### src/rtl/ipsxb_qsgmii_pcs_rx_align.sv
// QSGMII receive lane aligner: finds port 0 from the K28.1 marker, de-interleaves
// the 4-byte word stream into per-port byte/k pairs and restores K28.1 to K28.5.
module ipsxb_qsgmii_pcs_rx_align #(
    parameter int unsigned LOCK_CNT     = 3,
    parameter int unsigned UNLOCK_CNT   = 4,
    parameter bit          CONVERT_K281 = 1'b1
) (
    input  logic        clk,
    input  logic        rstn,
    input  logic [31:0] pcs_rxd_in,
    input  logic [3:0]  pcs_rxk_in,
    output logic [7:0]  p0_pcs_rxd,
    output logic [7:0]  p1_pcs_rxd,
    output logic [7:0]  p2_pcs_rxd,
    output logic [7:0]  p3_pcs_rxd,
    output logic        p0_pcs_rxk,
    output logic        p1_pcs_rxk,
    output logic        p2_pcs_rxk,
    output logic        p3_pcs_rxk,
    output logic        lane_aligned,
    output logic [1:0]  align_offset
);

    typedef enum logic [1:0] {SEARCH, CHECK, LOCKED} state_t;

    localparam logic [3:0] LOCK_TH   = 4'(LOCK_CNT);
    localparam logic [3:0] UNLOCK_TH = 4'(UNLOCK_CNT);
    localparam logic [7:0] K28_1     = 8'h3C;
    localparam logic [7:0] K28_5     = 8'hBC;

    state_t           state_q, state_d;
    logic [1:0]       offset_q, offset_d;
    logic [3:0]       good_q, good_d;
    logic [3:0]       err_q, err_d;
    logic [31:0]      prev_d_q;
    logic [3:0]       prev_k_q;
    logic             aligned_q;
    logic [3:0][7:0]  port_d_q, port_d_d;
    logic [3:0]       port_k_q, port_k_d;

    logic [3:0] hit;
    logic       single_hit;
    logic [1:0] hit_lane;
    logic       on_lane;
    logic       off_lane;

    always_comb begin
        for (int i = 0; i < 4; i++) begin
            hit[i] = pcs_rxk_in[i] && (pcs_rxd_in[8*i +: 8] == K28_1);
        end
        single_hit = 1'b1;
        hit_lane   = 2'd0;
        unique case (hit)
            4'b0001: hit_lane = 2'd0;
            4'b0010: hit_lane = 2'd1;
            4'b0100: hit_lane = 2'd2;
            4'b1000: hit_lane = 2'd3;
            default: single_hit = 1'b0;
        endcase
        on_lane  = single_hit && (hit_lane == offset_q);
        off_lane = (|hit) && !on_lane;
    end

    // NOTE: every always_comb output gets a default first so no path leaves it unassigned (no latch).
    always_comb begin
        state_d  = state_q;
        offset_d = offset_q;
        good_d   = good_q;
        err_d    = err_q;
        unique case (state_q)
            SEARCH: begin
                if (single_hit) begin
                    offset_d = hit_lane;
                    good_d   = 4'd0;
                    state_d  = CHECK;
                end
            end
            CHECK: begin
                if (on_lane) begin
                    if (good_q != 4'hF) good_d = good_q + 4'd1;
                    if (good_d >= LOCK_TH) begin
                        state_d = LOCKED;
                        err_d   = 4'd0;
                    end
                end else if (off_lane) begin
                    state_d = SEARCH;
                    good_d  = 4'd0;
                end
            end
            LOCKED: begin
                if (on_lane) begin
                    err_d = 4'd0;
                end else if (off_lane) begin
                    if (err_q != 4'hF) err_d = err_q + 4'd1;
                    if (err_d >= UNLOCK_TH) begin
                        state_d = SEARCH;
                        err_d   = 4'd0;
                        good_d  = 4'd0;
                    end
                end
            end
            default: state_d = SEARCH;
        endcase
    end

    // Port k takes byte j+k of {previous word, current word}; gated by the registered state.
    always_comb begin
        logic [63:0] win_d;
        logic [7:0]  win_k;
        int unsigned pos;
        win_d    = {pcs_rxd_in, prev_d_q};
        win_k    = {pcs_rxk_in, prev_k_q};
        port_d_d = '0;
        port_k_d = '0;
        pos      = 0;
        if (state_q == LOCKED) begin
            for (int k = 0; k < 4; k++) begin
                pos         = 32'(offset_q) + 32'(k);
                port_d_d[k] = win_d[8*pos +: 8];
                port_k_d[k] = win_k[pos];
            end
            if (CONVERT_K281 && port_k_d[0] && (port_d_d[0] == K28_1)) begin
                port_d_d[0] = K28_5;
            end
        end
    end

    // NOTE: sequential state uses non-blocking assignments so all flops see pre-edge values.
    always_ff @(posedge clk or negedge rstn) begin
        if (!rstn) begin
            state_q   <= SEARCH;
            offset_q  <= 2'd0;
            good_q    <= 4'd0;
            err_q     <= 4'd0;
            prev_d_q  <= '0;
            prev_k_q  <= '0;
            aligned_q <= 1'b0;
            port_d_q  <= '0;
            port_k_q  <= '0;
        end else begin
            state_q   <= state_d;
            offset_q  <= offset_d;
            good_q    <= good_d;
            err_q     <= err_d;
            prev_d_q  <= pcs_rxd_in;
            prev_k_q  <= pcs_rxk_in;
            aligned_q <= (state_d == LOCKED);
            port_d_q  <= port_d_d;
            port_k_q  <= port_k_d;
        end
    end

    assign lane_aligned = aligned_q;
    assign align_offset = offset_q;
    assign p0_pcs_rxd   = port_d_q[0];
    assign p1_pcs_rxd   = port_d_q[1];
    assign p2_pcs_rxd   = port_d_q[2];
    assign p3_pcs_rxd   = port_d_q[3];
    assign p0_pcs_rxk   = port_k_q[0];
    assign p1_pcs_rxk   = port_k_q[1];
    assign p2_pcs_rxk   = port_k_q[2];
    assign p3_pcs_rxk   = port_k_q[3];

endmodule

### config.mk
export PLATFORM = sky130hd
export DESIGN_NAME = ipsxb_qsgmii_pcs_rx_align
export DESIGN_NICKNAME = d
export VERILOG_FILES = /design/src/rtl/ipsxb_qsgmii_pcs_rx_align.sv
export SDC_FILE = /design/constraint.sdc
export NUM_CORES = 1
export LEC_CHECK = 0
export ABC_AREA = 1
export CAP_MARGIN = 20
export CORE_MARGIN = 2
export CORE_UTILIZATION = 42
export CTS_BUF_LIST = sky130_fd_sc_hd__clkbuf_16
export DETAILED_ROUTE_END_ITERATION = 16
export PLACE_DENSITY = 0.78
export REMOVE_ABC_BUFFERS = 1
export SETUP_SLACK_MARGIN = 0.3
export SYNTH_ARGS = -nofsm -noshare
export SYNTH_HDL_FRONTEND = slang
export SYNTH_SLANG_ARGS = --single-unit
### constraint.sdc
create_clock -name clk -period 2.6 [get_ports clk]
set_input_delay 0.78 -clock clk [delete_from_list [all_inputs] [get_ports clk]]
set_output_delay 0.78 -clock clk [all_outputs]
set_load 0.01 [all_outputs]
== Word level (Yosys, flattened, before mapping) ==
Cells that the tools add are included.
Operators by class
  add/subtract/negate cells: 5
  magnitude comparators: 6
  eq/ne operators: 23
  shift-type cells: 4
  muxes and demuxes: 41
  reduce and logical (&&, ||, !) cells: 16
Operators with widths (number)
  64-bit by 7-bit variable part select with 8-bit output: 3
  4-bit 2-to-1 mux: 19
  64-bit by 6-bit variable part select with 8-bit output: 1
  8-bit by 6-bit equality test with 1-bit output (second input constant): 5
  32-bit 2-to-1 mux: 1
  2-bit 2-to-1 mux: 7
  3-bit by 4-bit less-than comparator with 1-bit output (second input constant): 3
  2-bit != test (second input constant): 6
  2-bit one-hot mux with 3 select lines: 2
  4-bit one-hot mux with 3 select lines: 1
  1-bit binary-select mux with 3-bit select: 3
  4-bit by 1-bit adder with 4-bit output (second input constant): 2
  8-bit 2-to-1 mux: 1
  4-bit != test (second input constant): 2
  4-bit one-hot mux with 2 select lines: 1
  4-bit OR reduction: 2
  1-bit logical AND: 7
  2-bit by 2-bit adder with 3-bit output (second input constant): 2
  3-bit != test (second input constant): 2
  6-bit AND reduction: 1
  1-bit 2-to-1 mux: 5
  2-bit equality test (second input constant): 2
  4-bit by 1-bit equality test with 1-bit output (second input constant): 1
  4-bit by 2-bit equality test with 1-bit output (second input constant): 1
  15 further kinds: 15
Word-level totals
  bits in registers: 85
  input bits: 38
  output and inout port bits: 39
  logic and storage cells: 107

== Longest topological paths before layout ==
  word-level depth: 17
  gate-level depth with buffers: 16
  depth with buffers taken out: 16

== Worst setup path before layout ==
Ideal clock, no wire load.
  kind: register to register
  from: register offset_q[0], in the netlist align_offset[0]
  to: register port_k_q[3]
  library setup time: 0.119 ns
  arrival time: 1.880 ns
  required time: 2.481 ns
  path slack: 0.601 ns
  cell stages (with the launch flop): 11
  buffers on the path: 4
  clock period less this slack: 1.999 ns
  path through: dfrtp_1 buf_6 inv_2 buf_2 buf_2 buf_2 ha_1 inv_1 o21ai_0 a21oi_1 o21a_1
Between the ends
  cells in the longest elaborated chain, start to end: 4
Ends and longest elaborated chain
  start, declared: RTL line 32  | logic [1:0] offset_q, offset_d;
  start signal, assigned: RTL line 142  | offset_q <= offset_d;
  2-bit by 2-bit adder with 3-bit output: RTL line 118  | pos = 32'(offset_q) + 32'(k);
  1-bit binary-select mux with 3-bit select: RTL line 120  | port_k_d[k] = win_k[pos];
  1-bit 2-to-1 mux (not written as such): RTL line 120
  4-bit 2-to-1 mux: RTL line 116  | if (state_q == LOCKED) begin
  net port_k_d[3]: RTL line 39  | logic [3:0] port_k_q, port_k_d;
  end signal, assigned: RTL line 149  | port_k_q <= port_k_d;
  end, declared: RTL line 39
The timed path passes the listed nets, and every way through them passes these cells. The select of a mux whose other input is x is not followed.
A chain may end at the register's enable or synchronous reset.

== Worst setup path after layout ==
  from: input pcs_rxd_in[30]
  to: register err_q[1]
Between the ends
  cells in the longest elaborated chain, start to end: 10
  elaborated cells on any way between the ends: 19
  classes of those cells: eq/ne (8); mux (4); reduce/logical (7)
Ends and longest elaborated chain
  start, declared: RTL line 10  | input logic [31:0] pcs_rxd_in,
  8-bit by 6-bit equality test with 1-bit output (*): RTL line 49  | hit[i] = pcs_rxk_in[i] && (pcs_rxd_in[8*i +: 8] == K28_1);
  1-bit logical AND (*): RTL line 49
  4-bit equality test, or another cell as far along: RTL line 53  | unique case (hit)
  2-bit one-hot mux with 3 select lines or 4-bit OR reduction (tied branches)
  2-bit equality test or 1-bit 2-to-1 mux (tied branches): RTL line 60, 53
  1-bit logical AND: RTL line 60  | on_lane = single_hit && (hit_lane == offset_q);
  1-bit zero test: RTL line 61  | off_lane = (|hit) && !on_lane;
  1-bit logical AND: RTL line 61
  3-bit != test (no source line)
  4-bit AND reduction (no source line)
  end signal, assigned: RTL line 144  | err_q <= err_d;
  end, declared: RTL line 34  | logic [3:0] err_q, err_d;
Mark *: on every way between the ends. The rest lies on a longest branch, timed or not.

==> flow_metrics.tcl <==
set metrics [dict create \
    antenna_found_initial 0 \
    wl_um 11000 \
    drive_gt1_frac 0.139 \
    viasPerCell 5.21 \
    grt_pass1_wl_um 17100 \
    start_util 0.428 \
    final.setup.worst_slack_ps 409 \
    drv_slew 0 \
    cts_tree "built" \
    leakage_uw 0.00297 \
    drc 0 \
    crit_path_frequent_cell "nand2_2" \
    critical-path-max-stage-delay_ps 280 \
    powerDensity_nw_per_um2 599 \
    htree_num_levels 3 \
    vias 3893 \
    cts_num_sinks 85 \
    cts_hold_buffers 0 \
    seqCellArea_um2 2130 \
    grt_use_total 0.211 \
    grt_max_degree 46 \
    maxCapViolCount 0 \
    root_buffer "clkbuf_16" \
    clockBufferDepth 2 \
    rsz0062_at_grt "false" \
    cpLargestDelayFamily "simple AND/OR/NAND/NOR gates" \
    cp.depth 16 \
    timing.rr.end "p0_pcs_rxd[7]" \
    r2r.worst_path.cells 6 \
    worstSetupStartpoint "pcs_rxd_in[30]" \
    io_buffers 76 \
    r2r_start "align_offset[0]" \
    fin_skew_ps 7.03 \
    hold_viol 0 \
    fin_crit_sh 0.843 \
    fin_cells 747 \
    dieArea_um2 10600 \
    nets 651 \
    cp_cell_sequence "dlygate4sd2_1 > inv_1 > nand2_1 > nor2_2 > nand3b_1 > nor2_1 > nand2_2 > nand2_2 > nand2_2 > nand2_2 > nand2_4 > nor2_4 > nand2_4 > nand2_4 > nand2_1 > nand2_1" \
    outcome "completed" \
    areaGrowthSynthToFinish_pct 35.3 \
    drt_iter0_drc 245 \
    crit_path_end "err_q[1]" \
    num_rows 36 \
    overflow 0 \
    worstMarginPinSlew_ps 677 \
    gp_congestion 0.923 \
    cts_buffers 9 \
    yosysWarnings 0 \
    worst-path-max-fanout 4 \
    grt_pass1_vias 3642 \
    ff2ff_setup_slack_ps 590 \
    wire_per_inst_um 14.7 \
    cp.required_ps 2880 \
    setup_viol 0 \
    hpwl_um 7790 \
    place_ws_ps -152 \
    yosysUniqueCellTypes 33 \
    multi_input_area_um2 1810 \
    coreArea_um2 9640 \
    final_common_cell "nand2_1" \
    die_h_um 103 \
    cp_data_arrival_time_ps 2470 \
    synthCells 518 \
    whs_ps 395 \
    startpoint_type "input pin" \
    layout_common_cells "160 x nand2_1, 85 x dfrtp_1, 45 x o21ai_0" \
    die_w_um 103 \
    fmax_ghz 0.456 \
    cts.clk_slew.worst_paths_ps 60 \
    slew_headroom 0.548 \
    final_antenna_net_count 0 \
    ir_drop_mv 0.300 \
    critPathKind "input pin to flip-flop" \
    netlist_area_um2 4130 \
    dr.pass1.iters 5 \
    crit_path_top_delay_cell "dlygate4sd2_1" \
    cp-end-kind "flip-flop" \
    num-fill-cells 858 \
    hp-class "input pin to asynchronous set/reset pin" \
    path_buf_inv 2 \
    synth-seq-area-share 0.515 \
    insertion_delay_ps 340 \
    dp_cells 729 \
    io_pins 77 \
    power.total_uw 3350 \
    fin_crit_ps 2190 \
    avgSynthCellArea_um2 7.97 \
    synth_seq_cells 85 \
]
registers in the layout, indices dropped and copies added, names as in the netlist, 8 cells and up:
register and flops:
p0_pcs_rxd 8, p1_pcs_rxd 8, p2_pcs_rxd 8, prev_d_q 32, p3_pcs_rxd 8
per-stage QoR:
step | util | TNS (ps) | instance area [um2]
after global routing | 0.579 | 0 | 5590
after detailed placement | 0.534 | -1410 | 5150
after global placement | 0.534 | -270 | 5150
final | 0.580 | 0 | 5590
after floorplan | - | -892 | 4030
after CTS | 0.566 | 0 | 5450
what timing repair did:
action,CTS,global route
pin swaps,5,21
endpoints found under the setup margin,14,14
endpoints found under the hold margin,0,0
setup buffers,0,2
resized for setup,19,44
power by group:
group / total (uW) / leakage [uW] / internal (uW) / switching, uW
combinational: 704 / 0.00175 / 244 / 460
sequential: 1410 / 0.00109 / 1380 / 28.0
clock: 1230 / 0.000134 / 728 / 506
total: 3350 / 0.00297 / 2350 / 994
Yosys cell counts:
cell        n  area (um2)
nand2_1   161         604
dfrtp_1    85        2130
o21ai_0    45         225
a21oi_1    42         210
nor2_1     38         143
inv_1      37         139
nand3_1    28         140
clkbuf_1   13        48.8
nand2_2     9        56.3
a31oi_1     8        50.1
buf_2       7        35.0
inv_2       5        18.8
ha_1        4        50.1
nand3_2     4        40.0
nand4_1     4        25.0
nor2_2      4        25.0
nand2_4     3        33.8
clkinv_1    2        7.51
mux2i_1     2        20.0
nand3b_1    2        15.0
o211ai_1    2        15.0
xor2_1      2        17.5
a211o_1     1        8.76
a211oi_1    1        7.51
buf_1       1        3.75
buf_6       1        11.3
inv_4       1        6.26
nor2_4      1        11.3
nor3_1      1        5.00
nor3b_1     1        7.51
o21a_1      1        7.51
o21ai_1     1        5.00
xnor2_1     1        8.76
final cells by class:
type	instances	share of cell area
repair buffers	102	0.183
well taps	133	0.0298
multi-input cells	366	0.324
clock inverters	6	0.0101
clock buffers	9	0.0403
inverters	45	0.0309
flip-flops and latches	85	0.381
diodes	1	0.000448
cell families (layout without fill, tap and decap cells):
family                   count (synthesis)  in the layout  synth area share
XOR/XNOR                                 3              3           0.00636
AND/OR/NAND/NOR                        256            256             0.268
adder cells (fa/ha/maj)                  4              4            0.0121
multiplexers                             2              2           0.00485
AO/OA/AOI/OAI                          101            101             0.128
other                                    0              1                 0
flip-flops                              85             85             0.515
buffers and inverters                   67            162            0.0655
how the worst min path moves through the flow:
stage / to / cells past startpoint
final: p1_pcs_rxd[2] / 1
after global placement: good_q[3] / 2
after floorplan: good_q[3] / 2
after global routing: p0_pcs_rxd[2] / 1
after CTS: p1_pcs_rxd[2] / 1
after detailed placement: good_q[3] / 2
metal layers:
layer  up-vias  GRT usage  share of wire
met4         0      0.114          0.041
li1       1856          -              -
met5         -          0              0
met3        53     0.0386          0.053
met2       163      0.364           0.51
met1      1821      0.248           0.40
worst register-to-register path, stage by stage (launching register included):
cell and delay (ps):
dfrtp_1 410, inv_2 510, o21ai_0 260, o21ai_0 280
nor3b_1 210, nand4_1 100, a21oi_1 150
No activity file was read; power rests on OpenSTA's default activity.
